$ cat config.mk
export PLATFORM = sky130hd
export DESIGN_NAME = sha256_digest_out
export DESIGN_NICKNAME = d
export VERILOG_FILES = /design/src/rtl/sha256_pkg.sv /design/src/rtl/digest_fifo.sv /design/src/rtl/sha256_digest_out.sv
export SDC_FILE = /design/constraint.sdc
export NUM_CORES = 1
export LEC_CHECK = 0
export BUFFER_PORTS_ARGS = -buffer_cell sky130_fd_sc_hd__buf_2
export CORE_AREA = 2 2 323 325
export CTS_CLUSTER_DIAMETER = 60
export CTS_CLUSTER_SIZE = 14
export DETAILED_ROUTE_END_ITERATION = 16
export DIE_AREA = 0 0 325 327
export GPL_TIMING_DRIVEN = 0
export PLACE_DENSITY_LB_ADDON = 0.25
export RECOVER_POWER = 25
export SYNTH_ARGS = -nofsm -noshare
export SYNTH_HDL_FRONTEND = slang
export SYNTH_SLANG_ARGS = --single-unit
export TNS_END_PERCENT = 5
$ cat constraint.sdc
create_clock -name clk -period 22 [get_ports clk]
set_input_delay 1.1 -clock clk [delete_from_list [all_inputs] [get_ports clk]]
set_output_delay 1.1 -clock clk [all_outputs]
set_load 0.03 [all_outputs]
$ cat src/rtl/sha256_pkg.sv
// Shared SHA-256 widths and the digest serializer state encoding.
// Pure declarations: no latency or flow control of its own.
// Imported by sha256, sha_engine and sha256_digest_out.
package sha256_pkg;

    localparam int DIGEST_W         = 256;
    localparam int WORD_W           = 32;
    localparam int WORDS_PER_DIGEST = 8;

    typedef enum logic [0:0] {
        S_IDLE = 1'b0,
        S_SEND = 1'b1
    } ser_state_t;

endpackage

$ cat src/rtl/digest_fifo.sv
// Synchronous DEPTH x W digest buffer with extra-MSB pointers.
// Latency: a push is visible on dout_o the edge after it is written.
// A push while full is accepted only when a pop happens on the same edge.
module digest_fifo #(
    parameter int DEPTH = 2,
    parameter int W     = 256
) (
    input  logic         clk,
    input  logic         rst,
    input  logic         push_i,
    input  logic         pop_i,
    input  logic [W-1:0] din_i,
    output logic [W-1:0] dout_o,
    output logic         full_o,
    output logic         empty_o
);
    localparam int AW = $clog2(DEPTH);

    logic [AW:0]  wr_q, rd_q;
    logic [W-1:0] mem_q [DEPTH];
    logic         do_push, do_pop;

    assign empty_o = (wr_q == rd_q);
    assign full_o  = (wr_q[AW] != rd_q[AW]) && (wr_q[AW-1:0] == rd_q[AW-1:0]);
    assign do_pop  = pop_i & ~empty_o;
    assign do_push = push_i & (~full_o | do_pop);
    assign dout_o  = mem_q[rd_q[AW-1:0]];

    always_ff @(posedge clk or negedge rst) begin
        if (!rst) begin
            wr_q <= '0;
            rd_q <= '0;
        end else begin
            if (do_push) wr_q <= wr_q + 1'b1;
            if (do_pop)  rd_q <= rd_q + 1'b1;
        end
    end

    // Storage needs no reset: the pointers alone define which entries are live.
    always_ff @(posedge clk) begin
        if (do_push) mem_q[wr_q[AW-1:0]] <= din_i;
    end

endmodule

$ cat src/rtl/sha256_digest_out.sv
// Captures digests on the rising edge of hash_valid and streams them as 8 words, H0 first.
// Latency: 2 cycles from capture to first word when idle; 8 cycles per digest, no bubbles.
// dout/dout_last hold while stalled; digests arriving with the FIFO full are dropped (sticky overflow).
module sha256_digest_out
    import sha256_pkg::*;
#(
    parameter int DEPTH = 2,
    parameter int CNT_W = 16
) (
    input  logic                clk,
    input  logic                rst,
    input  logic [DIGEST_W-1:0] hash_data,
    input  logic                hash_valid,
    output logic [WORD_W-1:0]   dout,
    output logic                dout_valid,
    input  logic                dout_ready,
    output logic                dout_last,
    output logic                overflow,
    output logic [CNT_W-1:0]    digest_count
);
    ser_state_t          state_q, state_d;
    logic [DIGEST_W-1:0] shreg_q, shreg_d;
    logic [2:0]          idx_q, idx_d;
    logic [CNT_W-1:0]    cnt_q, cnt_d;
    logic                ovf_q, ovf_d;
    logic                hv_q;

    logic                capture, hs, last_word, pop;
    logic                fifo_full, fifo_empty;
    logic [DIGEST_W-1:0] fifo_dout;

    assign capture   = hash_valid & ~hv_q;
    assign hs        = (state_q == S_SEND) & dout_ready;
    assign last_word = (idx_q == 3'(WORDS_PER_DIGEST - 1));
    assign pop       = ~fifo_empty & ((state_q == S_IDLE) | (hs & last_word));

    digest_fifo #(
        .DEPTH (DEPTH),
        .W     (DIGEST_W)
    ) u_fifo (
        .clk     (clk),
        .rst     (rst),
        .push_i  (capture),
        .pop_i   (pop),
        .din_i   (hash_data),
        .dout_o  (fifo_dout),
        .full_o  (fifo_full),
        .empty_o (fifo_empty)
    );

    always_comb begin
        state_d = state_q;
        shreg_d = shreg_q;
        idx_d   = idx_q;
        cnt_d   = cnt_q;
        ovf_d   = ovf_q | (capture & fifo_full & ~pop);
        case (state_q)
            S_IDLE: begin
                if (pop) begin
                    shreg_d = fifo_dout;
                    idx_d   = 3'd0;
                    state_d = S_SEND;
                end
            end
            S_SEND: begin
                if (hs) begin
                    if (!last_word) begin
                        shreg_d = {shreg_q[DIGEST_W-WORD_W-1:0], {WORD_W{1'b0}}};
                        idx_d   = idx_q + 3'd1;
                    end else begin
                        cnt_d = cnt_q + CNT_W'(1);
                        // Reload on the final handshake keeps back-to-back digests contiguous.
                        if (pop) begin
                            shreg_d = fifo_dout;
                            idx_d   = 3'd0;
                        end else begin
                            state_d = S_IDLE;
                        end
                    end
                end
            end
        endcase
    end

    always_ff @(posedge clk or negedge rst) begin
        if (!rst) begin
            state_q <= S_IDLE;
            shreg_q <= '0;
            idx_q   <= 3'd0;
            cnt_q   <= '0;
            ovf_q   <= 1'b0;
            hv_q    <= 1'b1;
        end else begin
            state_q <= state_d;
            shreg_q <= shreg_d;
            idx_q   <= idx_d;
            cnt_q   <= cnt_d;
            ovf_q   <= ovf_d;
            hv_q    <= hash_valid;
        end
    end

    assign dout         = shreg_q[DIGEST_W-1 -: WORD_W];
    assign dout_valid   = (state_q == S_SEND);
    assign dout_last    = dout_valid & last_word;
    assign overflow     = ovf_q;
    assign digest_count = cnt_q;

endmodule

# Word-level counts from Yosys, hierarchy flattened
# Memory sizes are Yosys's and may differ from the RTL's.
# Cells that the tools add are included.
[word_totals] n_memories=1 inputBits=260 wordCells=51 ff_bits=282 mem_bits_rw=512 out_inout_bits=51
[memory_table] name="u_fifo.mem_q" words=2 word_bits=256 rd=1 rd_ports_with_merged_regs=0 write_ports=1 line_no="digest_fifo.sv:20" text="logic [W-1:0] mem_q [DEPTH];"
[op_classes] n_reduce_logical=2 n_addsub=4 n_eq_ne=5 n_mux=14 n_bitwise=17
[op_table] operator="$mux W256" n=3
[op_table] operator="$pmux W256 S2" n=1
[op_table] operator="$add A16 B1 Y16 const B" n=1
[op_table] operator="$and A1 B1 Y1" n=9
[op_table] operator="$mux W3" n=3
[op_table] operator="$pmux W3 S2" n=1
[op_table] operator="$mux W1" n=5
[op_table] operator="$not A1 Y1" n=5
[op_table] operator="$add A2 B1 Y2 const B" n=2
[op_table] operator="$add A3 B1 Y3 const B" n=1
[op_table] operator="$eq A3 B3 Y1 const B" n=1
[op_table] operator="$or A1 B1 Y1" n=3
[op_table] operator="$reduce_and A3 Y1" n=1
[op_table] operator="$eq A2 B2 Y1" n=1
[op_table] operator="$ne A2 B1 Y1 const B" n=1
[op_table] operator="$pmux W1 S2" n=1
[op_table] operator="$eq A1 B1 Y1" n=1
[op_table] operator="$logic_and A1 B1 Y1" n=1
[op_table] operator="$ne A1 B1 Y1" n=1

# Logic depth before layout (Yosys ltp)
[depth] ltp_word=9 ltp_mapped=9 ltp_nobuf=6

# By module
# Synthesis repeated with hierarchy kept, for this count alone.
[hier_totals] hier_cells=2002 area_unflattened_um2=30655.7
[modules_own_cells] module="digest_fifo" n_inst=1 area_per_inst_um2=19028.2 cells_each=825 seq_area_each_um2=15474.8
[modules_own_cells] module="sha256_digest_out" n_inst=1 area_per_inst_um2=11627.4 cells_each=1177 seq_area_each_um2=6957.9

# Worst setup path before layout
# No wires, ideal clock.
[synth_path] kind="input to register" startpoint="input port dout_ready" endpoint="memory u_fifo.mem_q[0][0], enable pin" required_ps=21095 slack_ps=8412 setup_time_ps=905 t_arrival_ps=12683 path_stages=3 path_buffers=0 cell_sequence="a21boi_0 a31oi_1 nor2b_1"
[synth_between] elab_chain_cells=9
[synth_rtl] element="start: declaration" line_no="sha256_digest_out.sv:16" text="input logic dout_ready,"
[synth_rtl] element="$and A1 B1 Y1" line_no="sha256_digest_out.sv:33" text="assign hs = (state_q == S_SEND) & dout_ready;"
[synth_rtl] element="$and A1 B1 Y1" line_no="sha256_digest_out.sv:35" text="assign pop = ~fifo_empty & ((state_q == S_IDLE) | (hs & last_word));"
[synth_rtl] element="$or A1 B1 Y1" line_no="sha256_digest_out.sv:35"
[synth_rtl] element="$and A1 B1 Y1" line_no="sha256_digest_out.sv:35"
[synth_rtl] element="$and A1 B1 Y1" line_no="digest_fifo.sv:25" text="assign do_pop = pop_i & ~empty_o;"
[synth_rtl] element="$or A1 B1 Y1" line_no="digest_fifo.sv:26" text="assign do_push = push_i & (~full_o | do_pop);"
[synth_rtl] element="$and A1 B1 Y1" line_no="digest_fifo.sv:26"
[synth_rtl] element="$mux W1" line_no="digest_fifo.sv:41" text="if (do_push) mem_q[wr_q[AW-1:0]] <= din_i;"
[synth_rtl] element="$mux W1 (implied by the code)" line_no="digest_fifo.sv:41"
[synth_rtl] element="end: declaration" line_no="digest_fifo.sv:20"
# No other way between the ends.

# Worst setup path after layout
[layout_path] startpoint="register idx_q[0]" endpoint="memory u_fifo.mem_q[0][51], enable pin"
[layout_between] elab_chain_cells=9
[layout_rtl] element="start: declaration" line_no="sha256_digest_out.sv:23" text="logic [2:0] idx_q, idx_d;"
[layout_rtl] element="start signal: assignment" line_no="sha256_digest_out.sv:96" text="idx_q <= idx_d;"
[layout_rtl] element="$eq A3 B3 Y1" line_no="sha256_digest_out.sv:34" text="assign last_word = (idx_q == 3'(WORDS_PER_DIGEST - 1));"
[layout_rtl] element="$and A1 B1 Y1" line_no="sha256_digest_out.sv:35"
[layout_rtl] element="$or A1 B1 Y1" line_no="sha256_digest_out.sv:35"
[layout_rtl] element="$and A1 B1 Y1" line_no="sha256_digest_out.sv:35"
[layout_rtl] element="$and A1 B1 Y1" line_no="digest_fifo.sv:25"
[layout_rtl] element="$or A1 B1 Y1" line_no="digest_fifo.sv:26"
[layout_rtl] element="$and A1 B1 Y1" line_no="digest_fifo.sv:26"
[layout_rtl] element="$mux W1" line_no="digest_fifo.sv:41"
[layout_rtl] element="$mux W1 (implied by the code)" line_no="digest_fifo.sv:41"
# No other way between the ends.

==> impl_summary.md <==
Outcome
The run finished with clean final reports.

Critical path
For flop-to-flop paths, the worst setup slack is ~19000 ps. The worst register-to-register path begins at idx_q[0]. The worst setup path is launched from a register.

The cell depth of the worst flop-to-flop path is 10. The critical path required time is between 20000 and 25000 ps. Of all nets on the critical path, the largest fanout is 24. The worst register-to-register path ends at u_fifo.mem_q[0][51]. The worst setup path is captured at a register. The signal arrival time at the worst endpoint is between 3000 and 4000 ps.

The critical path in this run is classified as reg2reg.

Global routing
The via count of the first global-routing pass is about 19000. The global-route wire length before repair is around 120000 um. The pin count of the biggest net entering global routing is around 120. The sum of overflow across all layers after global routing is 0.

The initial antenna violation count is 51. The global-route usage over all layers is approximately 16%.

Final layout
The library cell used most frequently in the layout, excluding fill and tap cells, is edfxtp_1. The count of cells in the finished layout, fillers not included, comes to between 3000 and 4000. The fraction of layout cells with a size suffix above 1 is between 30% and 40%. The library cells used most frequently in the layout, excluding fill and tap cells, are edfxtp_1 (512), dfrtp_1 (281), nor2_1 (252), buf_2 (252), mux2_2 (225). Relative to the synthesized area, the layout overhead comes to 19.40%.

At the end of the flow, the number of nets in the layout was between 2000 and 3000.

Routing
For this run, the detailed router's first-pass iteration total came to 5. The detailed router used layers up to and including met5. The wire length per cell after detailed routing is between 20 and 25 um. Summed over all nets, wire length on met3 after detailed routing comes to about 5700 um. In this run the remaining antenna-violating nets after routing total 0. The detailed route wirelength on metal2 is about 40000 um. For this run, design rule violations remaining after detail routing come to 0. The sum of routed wire segments on met1 is 34720 um.

For this block, the via count after detailed routing is around 17000. After detailed routing, the total wire length is around 84000 um. The number of DRC violations after detailed-routing iteration 0 is around 1200.

After detailed routing, the number of vias per cell comes to roughly 4.5.

Clocking
In this run, CTS created clock tree buffers numbering 74. The clock slew at the register clock pins of the worst setup and hold paths is roughly 60 ps. The clock latency of the later-clocked register in the worst-skew pair is 630 ps. The TritonCTS sink count is approximately 790. TritonCTS built the clock tree. The master cell of the clock root buffer is clkbuf_16. The hold-fix buffer count after cts is 0.

The number of buffers between clock root and the deepest sink is 3. The post-CTS setup repair buffer count is 0. Once the clock tree was built, the resizer swapped 0 gates to a different size. In this run the number of H-tree levels came out at 3.

Power and ir drop
The share of total power consumed by net switching is a little under a third. The switching power is approximately 1400 uW. In this run the power density over the cells is between 100 and 150 nW/um^2.

The share of total power dissipated in the clock network is 27.1%. Combinational cells account for around a quarter of the total power. Sequential cells account for between 40% and 50% of the total power. The static leakage is about 0.013 uW.

The internal power consumption is 3170 uW. VDD sags by at most between 50 and 60 uV.

Yosys
The share of Yosys cell area claimed by the top area cell type is about half. By area the synthesized netlist is led by edfxtp_1 (50%), dfrtp_1 (23%), mux2_2 (8.3%), o22ai_1 (4.6%), nor2_2 (4.1%). After synthesis the netlist holds a flip-flop and latch count of 794. The netlist uses 39 different library cells. The warning count from the yosys run is 0.

The average instance area after synthesis is about 15 sq um. The cell taking the most area after synthesis is edfxtp_1. In the synthesized netlist the dominant register cell turns out to be edfxtp_1.

The number of enable-type register cells in the synthesized netlist is 512. The sequential share of the synthesized area is between 70% and 80%. The post-synthesis async set-or-reset flop share is a little over a third. After technology mapping, the gate count stands at roughly 2000. The synthesized net count is around 2300. The netlist area before placement is between 30000 and 40000 sq um.

Placement
The pre-CTS worst setup slack is 18190 ps. The global placer's final weighted congestion is 0.7643. After detailed placement, the design holds a cell count of around 3700. The number of I/O port buffers is 310. The HPWL reported at the end of detailed placement is 61370 um.

STA
The clock period could shrink to approximately 3300 ps. At the pin with the least slew margin, the transition time is between 1000 and 1500 ps. The number of pins exceeding their max-slew limit in the final report is 0. In the finished design, the share of the clock period the worst path needs comes to between 15 and 20%.

The worst-case clock skew is between 20 and 25 ps. Setup violations remaining at the end of the flow were counted as 0. For the final routed database, the setup TNS stands at 0 ps. The fmax is about 300 MHz. Setup repair after global routing left no endpoint under its margin.

The worst setup slack after layout is approximately 19000 ps. The number of hold-slack violations in the final timing report is 0. The headroom to the max-slew limit is a little under a quarter. The worst slack on hold paths is about 410 ps.

Run
Max-cap violations in this run came to 0.

Floorplan
The die span in y is 327 um. The core region is 102900 sq um. The count of pins on the block boundary is roughly 310. The initial cell density of the core is between 20 and 30%. The floorplan step set the die width to approximately 330 um. The die area is approximately 110000 sq um. In this run the core area contains 118 standard-cell rows.

Worst hold path
The path class of the tightest hold or removal check is in2async.
cells in the mapped netlist, drive strengths merged, types with 2 or more instances:
cell type / count
clkbuf: 20
nand2: 39
and3: 2
ha: 3
nand3: 8
nand4: 4
dfrtp: 281
mux2: 225
o21bai: 2
mux2i: 32
and2: 3
o21ai: 33
xor2: 8
xnor2: 14
o22ai: 224
edfxtp: 512
nor2: 452
nand2b: 2
buf: 121
a22o: 2
logic make-up (layout without fill, tap and decap cells):
family	Yosys count	in the layout	synth area share [%]
buffers and inverters	142	607	3.254
multiplexers	257	257	9.312
XOR/XNOR	22	22	0.6532
adder cells (fa/ha/maj)	3	3	0.1225
flip-flops	794	794	73.19
AO/OA/AOI/OAI	265	265	5.344
other	0	12	0
AND/OR/NAND/NOR	515	515	8.120
flip-flops by register name (all words and copies together) (netlist names):
name and count:
idx_q 3, u_fifo.rd_q 2, u_fifo.mem_q 512, overflow 1
hv_q 1, shreg_q 256, dout_valid 1, u_fifo.wr_q 2
digest_count 16
final cells by class:
class | count | area [sq um]
Clock buffer | 112 | 2098
Antenna cell | 12 | 30.03
Sequential cell | 794 | 22430
Multi-Input combinational cell | 1062 | 7228
Clock inverter | 25 | 226.5
Tap cell | 1380 | 1727
Timing Repair Buffer | 328 | 1854
Inverter | 1 | 3.754
Fill cell | 10057 | 66310
Buffer | 141 | 993.5
worst max path at each step:
stage	from	end	slack, ps	cells past startpoint
final	idx_q[0]	u_fifo.mem_q[0][51]	18690	10
after detailed placement	dout_ready	u_fifo.mem_q[0][50]	18190	9
after global placement	dout_ready	u_fifo.mem_q[0][19]	410	4
after floorplan	dout_ready	u_fifo.mem_q[0][0]	8410	3
after global routing	idx_q[0]	u_fifo.mem_q[0][48]	18410	10
after CTS	idx_q[0]	u_fifo.mem_q[0][50]	18630	10
per-stage QoR:
step	cell area [sq um]	power [uW]	util (%)
2_1_floorplan	30650	3022	-
6_report	36590	4602	35.56
4_1_cts	36700	4678	35.66
5_1_grt	36570	4853	35.54
3_5_place_dp	34370	3413	33.40
3_3_place_gp	33930	3459	32.97
power groups by stage:
stage	combinational [uW]	clock [uW]	sequential, uW
2_1_floorplan	836	0	2190
3_3_place_gp	1160	0	2300
3_5_place_dp	1220	0	2200
4_1_cts	1220	1290	2170
5_1_grt	1300	1350	2200
6_report	1190	1250	2170
worst max-delay path: stages, from the launching register on:
cell,delay (ps)
dfrtp_1,360
ha_1,160
ha_1,260
a21boi_0,190
a31oi_1,310
nor2b_4,590
buf_12,270
buf_12,220
buf_12,220
buf_16,190
buf_16,180
routing by layer:
layer	GRT usage [%]	up-vias
li1	-	8154
met1	19.58	8643
met2	26.92	446
met3	4.427	166
met4	3.794	46
met5	0	-
Note: power is estimated with default switching activity, not from simulation.
